File: src/rtl/coin_pkg.sv
// coin_pkg: shared definitions for the coin input front end.
//   coin_code_e  - 2-bit code stored in the coin queue
//   VALUE_*      - credit value of each coin
//   coin_value() - code to credit value
package coin_pkg;

    typedef enum logic [1:0] {
        COIN_NICKEL  = 2'd0,
        COIN_DIME    = 2'd1,
        COIN_QUARTER = 2'd2
    } coin_code_e;

    localparam int unsigned VALUE_NICKEL  = 5;
    localparam int unsigned VALUE_DIME    = 10;
    localparam int unsigned VALUE_QUARTER = 25;

    function automatic int unsigned coin_value(coin_code_e code);
        case (code)
            COIN_NICKEL:  return VALUE_NICKEL;
            COIN_DIME:    return VALUE_DIME;
            COIN_QUARTER: return VALUE_QUARTER;
            default:      return 0;
        endcase
    endfunction

endpackage

File: src/rtl/coin_debounce.sv
// coin_debounce: 2-FF synchroniser, stability counter and rising-edge
// event for a single raw sensor/button line.
//   sys_clk, sys_rst_n : clock, asynchronous active-low reset
//   raw                : asynchronous input line
//   rise               : one-cycle pulse when the debounced level goes 0->1
module coin_debounce #(
    parameter int unsigned DEBOUNCE_CYCLES = 200_000
) (
    input  logic sys_clk,
    input  logic sys_rst_n,
    input  logic raw,
    output logic rise
);

    localparam int unsigned CW = (DEBOUNCE_CYCLES < 2) ? 1 : $clog2(DEBOUNCE_CYCLES);
    localparam logic [CW-1:0] LAST = CW'(DEBOUNCE_CYCLES - 1);

    logic          sync1, sync2, level;
    logic [CW-1:0] cnt;

    // The level flips on the DEBOUNCE_CYCLES-th consecutive cycle of
    // disagreement; rise is registered alongside the flip.
    always_ff @(posedge sys_clk or negedge sys_rst_n) begin
        if (!sys_rst_n) begin
            sync1 <= 1'b0;
            sync2 <= 1'b0;
            level <= 1'b0;
            cnt   <= '0;
            rise  <= 1'b0;
        end else begin
            sync1 <= raw;
            sync2 <= sync1;
            rise  <= 1'b0;
            if (sync2 != level) begin
                if (cnt == LAST) begin
                    level <= sync2;
                    rise  <= sync2;
                    cnt   <= '0;
                end else begin
                    cnt <= cnt + CW'(1);
                end
            end else begin
                cnt <= '0;
            end
        end
    end

endmodule

File: src/rtl/coin_input_conditioner.sv
// coin_input_conditioner: debounces coin sensors and the cancel button,
// queues accepted coins and paces single-cycle pulses to the vending FSM.
//   sys_clk, sys_rst_n      : clock, asynchronous active-low reset
//   coin_*_raw, cancel_raw  : raw asynchronous lines
//   ready                   : downstream can take a coin pulse this cycle
//   nickel/dime/quarter     : one-cycle credit pulses (mutually exclusive)
//   cancel                  : one-cycle cancel pulse
//   coin_reject             : one-cycle diverter pulse for uncredited coins
//   fifo_level              : number of queued coins
// Optional (macro COIN_INPUT_COUNT_EN): cnt_nickel/dime/quarter/reject,
// 16-bit saturating pulse counters cleared only by reset.
module coin_input_conditioner
    import coin_pkg::*;
#(
    parameter int unsigned DEBOUNCE_CYCLES = 200_000,
    parameter int unsigned GAP_CYCLES      = 4,
    parameter int unsigned FIFO_DEPTH      = 4
) (
    input  logic                          sys_clk,
    input  logic                          sys_rst_n,
    input  logic                          coin_nickel_raw,
    input  logic                          coin_dime_raw,
    input  logic                          coin_quarter_raw,
    input  logic                          cancel_raw,
    input  logic                          ready,
    output logic                          nickel,
    output logic                          dime,
    output logic                          quarter,
    output logic                          cancel,
    output logic                          coin_reject,
`ifdef COIN_INPUT_COUNT_EN
    output logic [15:0]                   cnt_nickel,
    output logic [15:0]                   cnt_dime,
    output logic [15:0]                   cnt_quarter,
    output logic [15:0]                   cnt_reject,
`endif
    output logic [$clog2(FIFO_DEPTH):0]   fifo_level
);

    localparam int unsigned AW = $clog2(FIFO_DEPTH);
    localparam int unsigned LW = AW + 1;
    localparam int unsigned GW = (GAP_CYCLES < 1) ? 1 : $clog2(GAP_CYCLES + 1);

    logic ev_nickel, ev_dime, ev_quarter, ev_cancel;

    coin_debounce #(.DEBOUNCE_CYCLES(DEBOUNCE_CYCLES)) u_db_nickel (
        .sys_clk(sys_clk), .sys_rst_n(sys_rst_n), .raw(coin_nickel_raw), .rise(ev_nickel));
    coin_debounce #(.DEBOUNCE_CYCLES(DEBOUNCE_CYCLES)) u_db_dime (
        .sys_clk(sys_clk), .sys_rst_n(sys_rst_n), .raw(coin_dime_raw), .rise(ev_dime));
    coin_debounce #(.DEBOUNCE_CYCLES(DEBOUNCE_CYCLES)) u_db_quarter (
        .sys_clk(sys_clk), .sys_rst_n(sys_rst_n), .raw(coin_quarter_raw), .rise(ev_quarter));
    coin_debounce #(.DEBOUNCE_CYCLES(DEBOUNCE_CYCLES)) u_db_cancel (
        .sys_clk(sys_clk), .sys_rst_n(sys_rst_n), .raw(cancel_raw), .rise(ev_cancel));

    // pend/grant are indexed by coin code: [0]=nickel [1]=dime [2]=quarter
    logic [2:0]    pend, grant;
    coin_code_e    push_code, head;
    coin_code_e    fifo_mem [FIFO_DEPTH];
    logic [AW-1:0] wr_ptr, rd_ptr;
    logic [GW-1:0] gap;
    logic          empty, full, pop, push, drop, flushed;
    logic          nx_nickel, nx_dime, nx_quarter, nx_cancel, nx_reject;

    always_comb begin
        grant     = 3'b000;
        push_code = COIN_NICKEL;
        if (pend[2]) begin
            grant = 3'b100; push_code = COIN_QUARTER;
        end else if (pend[1]) begin
            grant = 3'b010; push_code = COIN_DIME;
        end else if (pend[0]) begin
            grant = 3'b001; push_code = COIN_NICKEL;
        end
        empty = (fifo_level == '0);
        full  = (fifo_level == LW'(FIFO_DEPTH));
        head  = fifo_mem[rd_ptr];
        // cancel wins over everything queued this cycle
        pop   = !empty && ready && (gap == '0) && !ev_cancel;
        push  = (|pend) && (!full || pop) && !ev_cancel;
        drop  = (|pend) && full && !pop && !ev_cancel;
        // coins arriving alongside a cancel are discarded too, so they count
        flushed    = !empty || (|pend) || ev_nickel || ev_dime || ev_quarter;
        nx_nickel  = pop && (head == COIN_NICKEL);
        nx_dime    = pop && (head == COIN_DIME);
        nx_quarter = pop && (head == COIN_QUARTER);
        nx_cancel  = ev_cancel;
        nx_reject  = ev_cancel ? flushed : drop;
    end

    always_ff @(posedge sys_clk) begin
        if (push) fifo_mem[wr_ptr] <= push_code;
    end

    always_ff @(posedge sys_clk or negedge sys_rst_n) begin
        if (!sys_rst_n) begin
            pend        <= '0;
            wr_ptr      <= '0;
            rd_ptr      <= '0;
            fifo_level  <= '0;
            gap         <= '0;
            nickel      <= 1'b0;
            dime        <= 1'b0;
            quarter     <= 1'b0;
            cancel      <= 1'b0;
            coin_reject <= 1'b0;
        end else begin
            nickel      <= nx_nickel;
            dime        <= nx_dime;
            quarter     <= nx_quarter;
            cancel      <= nx_cancel;
            coin_reject <= nx_reject;
            if (ev_cancel) begin
                pend       <= '0;
                wr_ptr     <= '0;
                rd_ptr     <= '0;
                fifo_level <= '0;
                gap        <= '0;
            end else begin
                // the granted bit is consumed whether pushed or dropped
                pend <= (pend & ~grant) | {ev_quarter, ev_dime, ev_nickel};
                if (push) wr_ptr <= wr_ptr + AW'(1);
                if (pop)  rd_ptr <= rd_ptr + AW'(1);
                case ({push, pop})
                    2'b10:   fifo_level <= fifo_level + LW'(1);
                    2'b01:   fifo_level <= fifo_level - LW'(1);
                    default: fifo_level <= fifo_level;
                endcase
                if (pop)
                    gap <= GW'(GAP_CYCLES);
                else if (gap != '0)
                    gap <= gap - GW'(1);
            end
        end
    end

`ifdef COIN_INPUT_COUNT_EN
    always_ff @(posedge sys_clk or negedge sys_rst_n) begin
        if (!sys_rst_n) begin
            cnt_nickel  <= '0;
            cnt_dime    <= '0;
            cnt_quarter <= '0;
            cnt_reject  <= '0;
        end else begin
            if (nx_nickel  && cnt_nickel  != 16'hFFFF) cnt_nickel  <= cnt_nickel  + 16'd1;
            if (nx_dime    && cnt_dime    != 16'hFFFF) cnt_dime    <= cnt_dime    + 16'd1;
            if (nx_quarter && cnt_quarter != 16'hFFFF) cnt_quarter <= cnt_quarter + 16'd1;
            if (nx_reject  && cnt_reject  != 16'hFFFF) cnt_reject  <= cnt_reject  + 16'd1;
        end
    end
`endif

endmodule
File: config.mk
export PLATFORM = sky130hd
export DESIGN_NAME = coin_input_conditioner
export DESIGN_NICKNAME = d
export VERILOG_FILES = /design/src/rtl/coin_pkg.sv /design/src/rtl/coin_debounce.sv /design/src/rtl/coin_input_conditioner.sv
export SDC_FILE = /design/constraint.sdc
export NUM_CORES = 1
export LEC_CHECK = 0
export CAP_MARGIN = 0
export CORE_MARGIN = 8
export CORE_UTILIZATION = 40
export DETAILED_ROUTE_END_ITERATION = 10
export GPL_TIMING_DRIVEN = 0
export PLACE_DENSITY = 0.62
export SLEW_MARGIN = 20
export SYNTH_ARGS = -nofsm -noshare
export SYNTH_HDL_FRONTEND = slang
export SYNTH_HIERARCHICAL = 1
export SYNTH_SLANG_ARGS = --single-unit
File: constraint.sdc
create_clock -name sys_clk -period 5.1 [get_ports sys_clk]
set_clock_uncertainty 0.05 [all_clocks]
set_input_delay 0.765 -clock sys_clk [delete_from_list [all_inputs] [get_ports sys_clk]]
set_output_delay 0.765 -clock sys_clk [all_outputs]
set_load 0.05 [all_outputs]
* Word-level counts from Yosys, hierarchy flattened
Memories as Yosys holds them, arrays and structs flattened.
Index checks and enable logic that the tools add are counted.
Widths: inputs -> output; s select.
** Cells by class
- Add/sub/neg operators :: 9
- Eq/ne operators :: 13
- Muxes and demuxes :: 34
- Bitwise gates (word level) :: 3
- Reduce and logical (&&, ||, !) cells :: 33
** Operators by type and width (number)
- $mux 18 :: 8
- $add 18x1->18 const B :: 4
- $eq 18x18->1 const B :: 4
- $mux 3 :: 6
- $mux 1 :: 13
- $mux 2 :: 6
- $logic_and 1x1->1 :: 11
- $reduce_bool 3->1 :: 3
- $reduce_and 2->1 :: 4
- $logic_not 3->1 :: 2
- $pmux 3 s2 :: 1
- $sub 3x1->3 const B :: 2
- $logic_or 1x1->1 :: 5
- $add 2x1->2 const B :: 2
- $eq 2x1->1 const B :: 2
- $eq 2x2->1 const B :: 2
- $logic_not 1->1 :: 4
- $ne 1x1->1 :: 4
- $reduce_bool 2->1 :: 2
- $add 3x1->3 const B :: 1
- $and 3x3->3 :: 1
- $eq 3x3->1 const B :: 1
- $not 3->3 :: 1
- $or 3x3->3 :: 1
- other kinds (2) :: 2
** Storage, ports and cells
- Register bits :: 106
- Memory bits (writable) :: 8
- Input bits :: 7
- Output and inout bits :: 8
- Memories kept :: 1
** Memories
- fifo_mem :: words 4, width 2, read ports 1, clocked after Yosys merged registers in 0, write ports 1, RTL line coin_input_conditioner.sv:58 : coin_code_e fifo_mem [FIFO_DEPTH];

* Longest topological paths before layout
Gate-level depths: netlist of the first run.
- Depth after elaboration :: 11
- Depth in mapped cells :: 9
- Mapped depth without buffers :: 9

* Modules after synthesis
The synthesis of the first run kept the hierarchy.
** Modules (own cells, without submodules)
- coin_debounce :: instances 4, cells each 102, area each 1068.5 um^2, sequential area each 550.5 um^2
- coin_input_conditioner :: instances 1, cells each 105, area each 1262.5 um^2, sequential area each 690.7 um^2

* Worst setup path after synthesis of the first run
OpenSTA, ideal clock, no wires.
- Path kind :: register to register
- From :: register fifo_level[2]
- To :: register fifo_level[2]
- Arrival time :: 2207 ps
- Data required time :: 4956 ps
- Path slack :: 2749 ps
- Cell stages (with the launch flop) :: 8
- Clock period less this slack :: 2351 ps
- Path through :: dfrtp_1 > or3_4 > nand2_1 > nor3_1 > fa_1 > nor2b_1 > a22o_1 > a211oi_1
** On the way
- Longest elaborated chain between the ends :: 11
** RTL lines
- start, declared :: RTL line coin_input_conditioner.sv:37 : output logic [$clog2(FIFO_DEPTH):0] fifo_level
- start signal, assigned :: RTL line coin_input_conditioner.sv:124 : 2'b10: fifo_level <= fifo_level + LW'(1);
- start signal, assigned :: RTL line coin_input_conditioner.sv:125 : 2'b01: fifo_level <= fifo_level - LW'(1);
- start signal, assigned :: RTL line coin_input_conditioner.sv:126 : default: fifo_level <= fifo_level;
- $logic_not 3->1 :: RTL line coin_input_conditioner.sv:74 : empty = (fifo_level == '0);
- $logic_not 1->1 :: RTL line coin_input_conditioner.sv:78 : pop = !empty && ready && (gap == '0) && !ev_cancel;
- $logic_and 1x1->1 (3 in series) :: RTL line coin_input_conditioner.sv:78
- $logic_or 1x1->1 :: RTL line coin_input_conditioner.sv:79 : push = (|pend) && (!full || pop) && !ev_cancel;
- $logic_and 1x1->1 (2 in series) :: RTL line coin_input_conditioner.sv:79
- $eq 2x1->1 / $eq 2x2->1 (equally long branches) :: RTL line coin_input_conditioner.sv:123 : case ({push, pop})
- $pmux 3 s2 :: RTL line coin_input_conditioner.sv:123
- $mux 3 :: RTL line coin_input_conditioner.sv:112 : if (ev_cancel) begin
Parallel ways exist; a longest one is shown, timed or not.
A chain may end at the register's enable or synchronous reset.

* Worst setup path in the final report of the first run
- From :: register u_db_cancel.rise
- To :: register fifo_level[2]
** On the way
- Longest elaborated chain between the ends :: 8
** RTL lines
- start, declared :: RTL line coin_debounce.sv:12 : output logic rise
- start signal, assigned :: RTL line coin_debounce.sv:37 : rise <= sync2;
- $logic_not 1->1 :: RTL line coin_input_conditioner.sv:78, coin_input_conditioner.sv:79
- $logic_and 1x1->1 :: RTL line coin_input_conditioner.sv:78
- $logic_or 1x1->1 :: RTL line coin_input_conditioner.sv:79
- $logic_and 1x1->1 (2 in series) :: RTL line coin_input_conditioner.sv:79
- $eq 2x1->1 / $eq 2x2->1 (equally long branches) :: RTL line coin_input_conditioner.sv:123
- $pmux 3 s2 :: RTL line coin_input_conditioner.sv:123
- $mux 3 :: RTL line coin_input_conditioner.sv:112
Parallel ways exist; a longest one is shown, timed or not.

==> results by group, run 1 <==
GRT
  • Vias in the first global route: around 4000
  • Global Route Usage Sum: 12.8%
  • Wire length of the first global-routing pass: 18600 um
  • Initial antenna violation count: 0
  • Overflow after GRT: 0
  • Largest net degree at the start of global routing: between 60 and 70

CTS
  • H-tree depth: 4
  • Clock root cell: clkbuf_16
  • Resize count post-CTS: 0
  • CTS Buffer Depth: 2
  • CTS tree: built
  • Clk pin slew, worst setup/hold paths: approximately 60 ps
  • Post-CTS Setup Bufs: 0
  • Clk_lat worst skew: 410 ps
  • Num CTS Buffers: 17
  • Hold buffers post-CTS: 0
  • Number of clock sinks: 114

Layout
  • FILL cells: around 1300
  • Share of layout cells above drive strength 1: 12.1%
  • Nets: around 570
  • Ant diodes: 0
  • Multi-input combinational cell area: approximately 0.0025 mm2
  • Finished Cell Area: between 0.006 and 0.007 mm2
  • Layout Utilization: about half
  • FF+latch area: 0.00289 mm2
  • Area growth from synthesis to layout: 19.3%

Worst setup path
  • Cell Chain, Critical Path: buf_1, clkbuf_1, nor3_1, fa_1, nor2b_1, a22o_1, a211oi_1
  • CP Class: register to register
  • CP Max Fanout: 10
  • Critical path required time: 5360 ps
  • Critical Path End Type: register
  • CP max-delay cell: buf_1
  • CP startpoint kind: register
  • FF-to-FF path depth: 7
  • Worst stage delay on the critical path: around 430 ps
  • CP arrival: about 2900 ps

Timing
  • Setup TNS: 0 ps
  • Period utilization: between 50% and 60%
  • RSZ-0062 raised after global routing: false
  • Minimum clock period: 2580 ps
  • Worst-margin pin slew: ~700 ps
  • Final hold viol count: 0
  • Setup Viol. Count Final: 0
  • Slew HR: a little over half
  • Max Freq: roughly 390 MHz
  • Max Slew Vio Count: 0

Drt
  • Post-route DRC: 0
  • Final ANT Viol Nets: 0
  • Initial DRC Count: between 200 and 300
  • Vias post-DR: approximately 3800
  • Final wirelength: slightly above 10000 um
  • Pre-antenna DRT Iters: 6
  • Vias per cell: ~5.2
  • Post-DR wirelength/cell: between 10 and 15 um

Status
  • Status: finished clean

Floorplan
  • Row count: between 40 and 50
  • Top-Level Pins: 15
  • Die X: 134 um
  • Die area: ~0.018 mm2
  • Core box area: 0.0137 mm2
  • Initial core utilization: between 40 and 50%
  • Die H: 134 um

Yosys
  • Synth Flop Type: dfrtp_1
  • Yosys top cell by area: dfrtp_1
  • Mapped Area: 0.00554 mm2
  • Post-synthesis register bit count: about 110
  • Post-synth EDFFs: 8
  • Synth area leaders: dfrtp_1 (48%), xnor2_1 (9.5%), nor2_1 (5.8%)
  • Area share of the largest cell type after synthesis: 47.9%
  • Post-synth ARST share: ~93%
  • Syn nets: approximately 530
  • Synth warn: 6
  • Yosys cell types: between 40 and 50
  • Avg Cell Area, Syn: 10.8 um2
  • Sequential share of the synthesized area: 52.2%
  • Synthesized instance count: between 500 and 600

Power and ir drop
  • Switching part of the total power: 19.9%
  • Sequential Power Share: between 40% and 50%
  • Net Switching: about 470 uW
  • Leak: ~0.0026 uW
  • Peak VDD IR: around 0.00022 V
  • Int Power: 1870 uW
  • Clock power frac: ~58%
  • Combinational Power Share: 2.4%
  • Pwr dens: 354 mW/mm2

Worst hold path
  • HP Class: input port to asynchronous set/reset pin

Placement
  • Gpl congestion: about 0.83
  • Placed Area: 0.00593 mm2
  • IO Port Bufs: 14
  • Post-DP HPWL: 7040 um

Job
  • Number of max-cap violations: 0
cells in the mapped netlist (4+ instances only):
| cell type | count |
|---|---|
| or3_1 | 5 |
| and3b_2 | 4 |
| edfxtp_1 | 8 |
| mux2_2 | 4 |
| nor3_1 | 29 |
| dfrtp_1 | 106 |
| xnor2_1 | 60 |
| a21oi_1 | 8 |
| nor4b_1 | 6 |
| mux2_1 | 5 |
| nor4_1 | 25 |
| nor4_2 | 4 |
| nor2_1 | 86 |
| buf_6 | 5 |
| ha_1 | 10 |
| o21ai_0 | 5 |
| xor2_1 | 9 |
| inv_1 | 23 |
| o31ai_4 | 4 |
| nand2_1 | 25 |
| or2_4 | 4 |
| nand3_1 | 14 |
| nand4_1 | 28 |
| and2_1 | 4 |
| nor2b_1 | 9 |
| nand3_4 | 4 |
power groups by stage:
stage / clock [uW] / combinational, uW / sequential [uW]
after detailed placement: 0 / 57.9 / 952
after CTS: 1370 / 58.2 / 936
after global placement: 0 / 54.3 / 951
after floorplan: 0 / 27.4 / 949
after global routing: 1420 / 65.3 / 937
final: 1340 / 55.7 / 936
flip-flops by register name (all words and copies together) (netlist names), 2 cells and up:
register and count:
fifo_level 3, u_db_quarter/cnt 18, u_db_cancel/cnt 18, gap 3, u_db_dime/cnt 18, pend 3, rd_ptr 2, wr_ptr 2
fifo_mem 8, u_db_nickel/cnt 18
critical path: cells and delay by family, from the launching register on:
family	cells	cell delay (ps)
AO/OA/AOI/OAI	2	430
adder cells (fa/ha/maj)	1	430
buffers and inverters	2	860
flip-flops	1	420
AND/OR/NAND/NOR	2	300
through the flow:
stage / cells / hold slack (ps) / total power, uW / worst slack [ps]
6_report: 740 / 212 / 2340 / 2520
3_5_place_dp: 708 / 290 / 1010 / 2210
3_3_place_gp: 707 / 285 / 1010 / -786
5_1_grt: 740 / 224 / 2420 / 2280
2_1_floorplan: 513 / 281 / 977 / 2750
4_1_cts: 740 / 214 / 2360 / 2510
area by class of cell:
cell class / instances / share of cell area, %
Multi-Input combinational cell: 369 / 37.8
Inverter: 23 / 1.31
Buffer: 7 / 0.966
Timing Repair Buffer: 15 / 2.56
Clock inverter: 14 / 3.52
Sequential cell: 114 / 43.8
Clock buffer: 18 / 6.65
Tap cell: 180 / 3.41
metal layers:
| layer | up-vias | part of all wire, % | GRT usage, % |
|---|---|---|---|
| li1 | 1863 | - | - |
| met1 | 1888 | 47 | 15.6 |
| met2 | 63 | 48 | 20.0 |
| met3 | 4 | 4.0 | 4.74 |
| met4 | 0 | 0.61 | 5.68 |
| met5 | - | 0 | 0 |
worst paths after layout:
kind                                      to  slack [ps]         startpoint
max reg2reg                    fifo_level[2]        2520   u_db_cancel/rise
min in group sys_clk       u_db_cancel/sync2         300  u_db_cancel/sync1
max in group asynchronous   u_db_dime/cnt[2]        4150          sys_rst_n
max                            fifo_level[2]        2520   u_db_cancel/rise
min reg2reg                u_db_cancel/sync2         300  u_db_cancel/sync1
min                                   nickel         210          sys_rst_n
kinds of logic after synthesis:
| logic type | Yosys count | share of synthesized area, % |
|---|---|---|
| AND/OR/NAND/NOR | 253 | 24.8 |
| flip-flops | 114 | 52.2 |
| XOR/XNOR | 69 | 10.9 |
| buffers and inverters | 30 | 2.71 |
| AO/OA/AOI/OAI | 23 | 3.71 |
| multiplexers | 13 | 3.01 |
| adder cells (fa/ha/maj) | 11 | 2.62 |
placed cells by master, fill, tap and decap left out, drive strengths merged, types with 2 or more instances in the layout:
| cell type | instances |
|---|---|
| dfrtp | 106 |
| nor2 | 86 |
| xnor2 | 60 |
| nor3 | 29 |
| nor4 | 29 |
| nand4 | 28 |
| nand2 | 25 |
| inv | 25 |
| clkbuf | 19 |
| nand3 | 18 |
| clkdlybuf4s50 | 13 |
| ha | 10 |
| nor2b | 9 |
| xor2 | 9 |
| mux2 | 9 |
| a21oi | 8 |
| edfxtp | 8 |
| buf | 8 |
| nor4b | 6 |
| bufinv | 6 |
| or3 | 6 |
| o21ai | 5 |
| and2 | 5 |
| and3b | 5 |
| or2 | 4 |
| o31ai | 4 |
| clkinvlp | 3 |
| clkinv | 3 |
| mux4 | 2 |
| mux2i | 2 |
| nand2b | 2 |
Note: power is estimated with default switching activity, not from simulation.
==> inputs of run 2 (changes only) <==
--- a/config.mk
+++ b/config.mk
@@ -10,7 +10,7 @@
 export CORE_UTILIZATION = 40
 export DETAILED_ROUTE_END_ITERATION = 10
 export GPL_TIMING_DRIVEN = 0
-export PLACE_DENSITY = 0.62
+export PLACE_DENSITY = 0.64
 export SLEW_MARGIN = 20
 export SYNTH_ARGS = -nofsm -noshare
 export SYNTH_HDL_FRONTEND = slang
==> constraint.sdc (replaced) <==
create_clock -name sys_clk -period 2.1 [get_ports sys_clk]
set_clock_uncertainty 0.05 [all_clocks]
set_input_delay 0.315 -clock sys_clk [delete_from_list [all_inputs] [get_ports sys_clk]]
set_output_delay 0.315 -clock sys_clk [all_outputs]
set_load 0.05 [all_outputs]
==> run 2 against run 1 <==
  * Power up 120%
  * Design area up 0.55%
  * Sequential power up 140%
  * Combinational power rose to 2.6 times the previous value
  * Flip-flop and latch count unchanged
  * Die area unchanged
  * Sequential share of layout area down 0.18 points
  * Non-clock buffer count up 6
  * Critical path depth down 6
  * Worst setup slack worse by 2500 ps
  * Clock-buffer cell count up 2
  * Global-route usage down 0.066 points
  * Critical path type is now register to output pin
==> results by group, run 2 (same netlist as run 1, synthesis figures left out) <==
Worst setup path
  • Critical path required time: about 1700 ps
  • CP Class: register to output pin
  • CP Launch Point: fifo_level[2]
  • Buf+Inv Stages, Crit Path: 1
  • Worst stage delay on the critical path: 830 ps
  • Cell Chain, Critical Path: clkdlybuf4s50_1
  • CP arrival: between 1500 and 2000 ps
  • CP Max Fanout: 7
  • CP startpoint kind: register
  • CP max-delay cell: clkdlybuf4s50_1
  • Top delay family on crit path: buffers and inverters
  • Critical register-to-register path startpoint: fifo_level[0]
  • Critical Path End Type: output pin

Layout
  • FILL cells: 1254
  • Share of layout cells above drive strength 1: 14.8%
  • Most frequent cells in the layout: dfrtp_1 (103), nor2_1 (86), xnor2_1 (60)
  • Nets: 571
  • Most common cell after layout, fill and taps aside: dfrtp_1
  • Ant diodes: 0
  • Area growth from synthesis to layout: 19.9%

Power and ir drop
  • Peak VDD IR: 0.000470 V
  • Pwr dens: slightly below 800 mW/mm2
  • PnR Total Power: roughly 5200 uW
  • Leak: 0.00259 uW

Floorplan
  • Top-Level Pins: 15
  • Die X: around 130 um
  • Initial core utilization: 40.4%
  • Die area: ~0.018 mm2
  • Core box area: between 0.01 and 0.015 mm2
  • Die H: 134 um
  • Row count: 43

CTS
  • Clock root cell: clkbuf_16
  • Number of clock sinks: about 110
  • Num CTS Buffers: 17
  • CTS tree: built
  • Clk pin slew, worst setup/hold paths: 50 ps
  • CTS Buffer Depth: 2
  • H-tree depth: 4
  • Clk_lat worst skew: about 410 ps

GRT
  • Vias in the first global route: a little under 4000
  • Largest net degree at the start of global routing: 60
  • Initial antenna violation count: 0
  • Overflow after GRT: 0
  • Wire length of the first global-routing pass: roughly 19000 um
  • Global Route Usage Sum: 12.8%

Timing
  • Max Slew Vio Count: 0
  • Setup slack after layout: ~59 ps
  • Slew HR: between 60% and 70%
  • Worst-margin pin slew: roughly 500 ps
  • Max Freq: roughly 490 MHz
  • Setup Viol. Count Final: 0
  • Minimum clock period: 2040 ps
  • Final hold viol count: 0
  • Period utilization: 97.2%

Drt
  • Post-DR wirelength/cell: about 14 um
  • Vias post-DR: ~3800
  • Vias per cell: around 5.2
  • Final ANT Viol Nets: 0
  • Pre-antenna DRT Iters: 4
  • Post-route DRC: 0
  • Initial DRC Count: roughly 230
  • Final wirelength: 10400 um

Placement
  • IO Port Bufs: 14
  • Pre-CTS setup slack: -325 ps
  • Post-DP HPWL: approximately 7000 um
  • Gpl congestion: 0.867

Worst hold path
  • HP Class: register to register
  • HP Start: u_db_dime/sync1

Status
  • Status: finished clean

Job
  • Number of max-cap violations: 0
## run 2: cell types whose count changed in the layout (fill, tap and decap cells not counted), sizes merged
cell,before,now
buf,8,13
clkbuf,19,21
clkinvlp,3,2
clkinv,3,7
dlygate4sd3,0,1
bufinv,6,3
inv,25,23
## run 2: power by group
| part | internal, uW | total [uW] | switching (uW) |
|---|---|---|---|
| Clock | 1840 | 2790 | 951 |
| Sequential | 2250 | 2270 | 27.6 |
| Combinational | 51.7 | 143 | 91.4 |
## run 2: path summary, 6_finish.rpt
kind | endpoint | slack (ps) | cells after the start
setup reg to reg | fifo_level[2] | 60 | 7
min in group asynchronous | u_db_nickel/cnt[6] | 370 | 2
setup / recovery | fifo_level[2] | 60 | 1
hold reg to reg | u_db_dime/sync2 | 290 | 0
max in group asynchronous | fifo_level[0] | 990 | 3
hold / removal | u_db_dime/sync2 | 290 | 0
## run 2: per-stage QoR
| step | instances | TNS [ps] | utilization, % | hold WS [ps] | instance area, um2 |
|---|---|---|---|---|---|
| 6_report | 746 | 0 | 48.4 | 293 | 6640 |
| 5_1_grt | 746 | -8.29 | 48.4 | 268 | 6640 |
| 4_1_cts | 742 | 0 | 47.8 | 270 | 6550 |
| 3_5_place_dp | 708 | -941 | 43.4 | 237 | 5950 |
| 3_3_place_gp | 707 | -351030 | 43.2 | 285 | 5920 |
| 2_1_floorplan | 513 | -5.13 | - | -30.6 | 5560 |
## run 2: area by class of cell
| cell class | count | area (um2) | area share, % |
|---|---|---|---|
| buffer | 7 | 71.3 | 1.07 |
| sequential | 114 | 2900 | 43.6 |
| timing repair buffer | 21 | 216 | 3.26 |
| clock inverter | 12 | 140 | 2.11 |
| clock buffer | 20 | 437 | 6.58 |
| tap | 180 | 225 | 3.39 |
| inverter | 23 | 86.3 | 1.30 |
| multi-input combinational | 369 | 2570 | 38.7 |
## run 2: repair_timing
item | CTS | global route
setup endpoints to repair | 2 | 23
hold endpoints to repair | 47 | 0
setup buffers | 1 | 4
pin swaps | 1 | 7
gates resized for setup | 4 | 13
hold buffers | 1 | 0
## run 2: routing by layer
| metal | GRT usage (%) | part of all wire (%) |
|---|---|---|
| met5 | 0 | 0 |
| met1 | 15.7 | 46 |
| met2 | 20.2 | 49 |
| met4 | 5.24 | 1.1 |
| met3 | 4.37 | 3.9 |
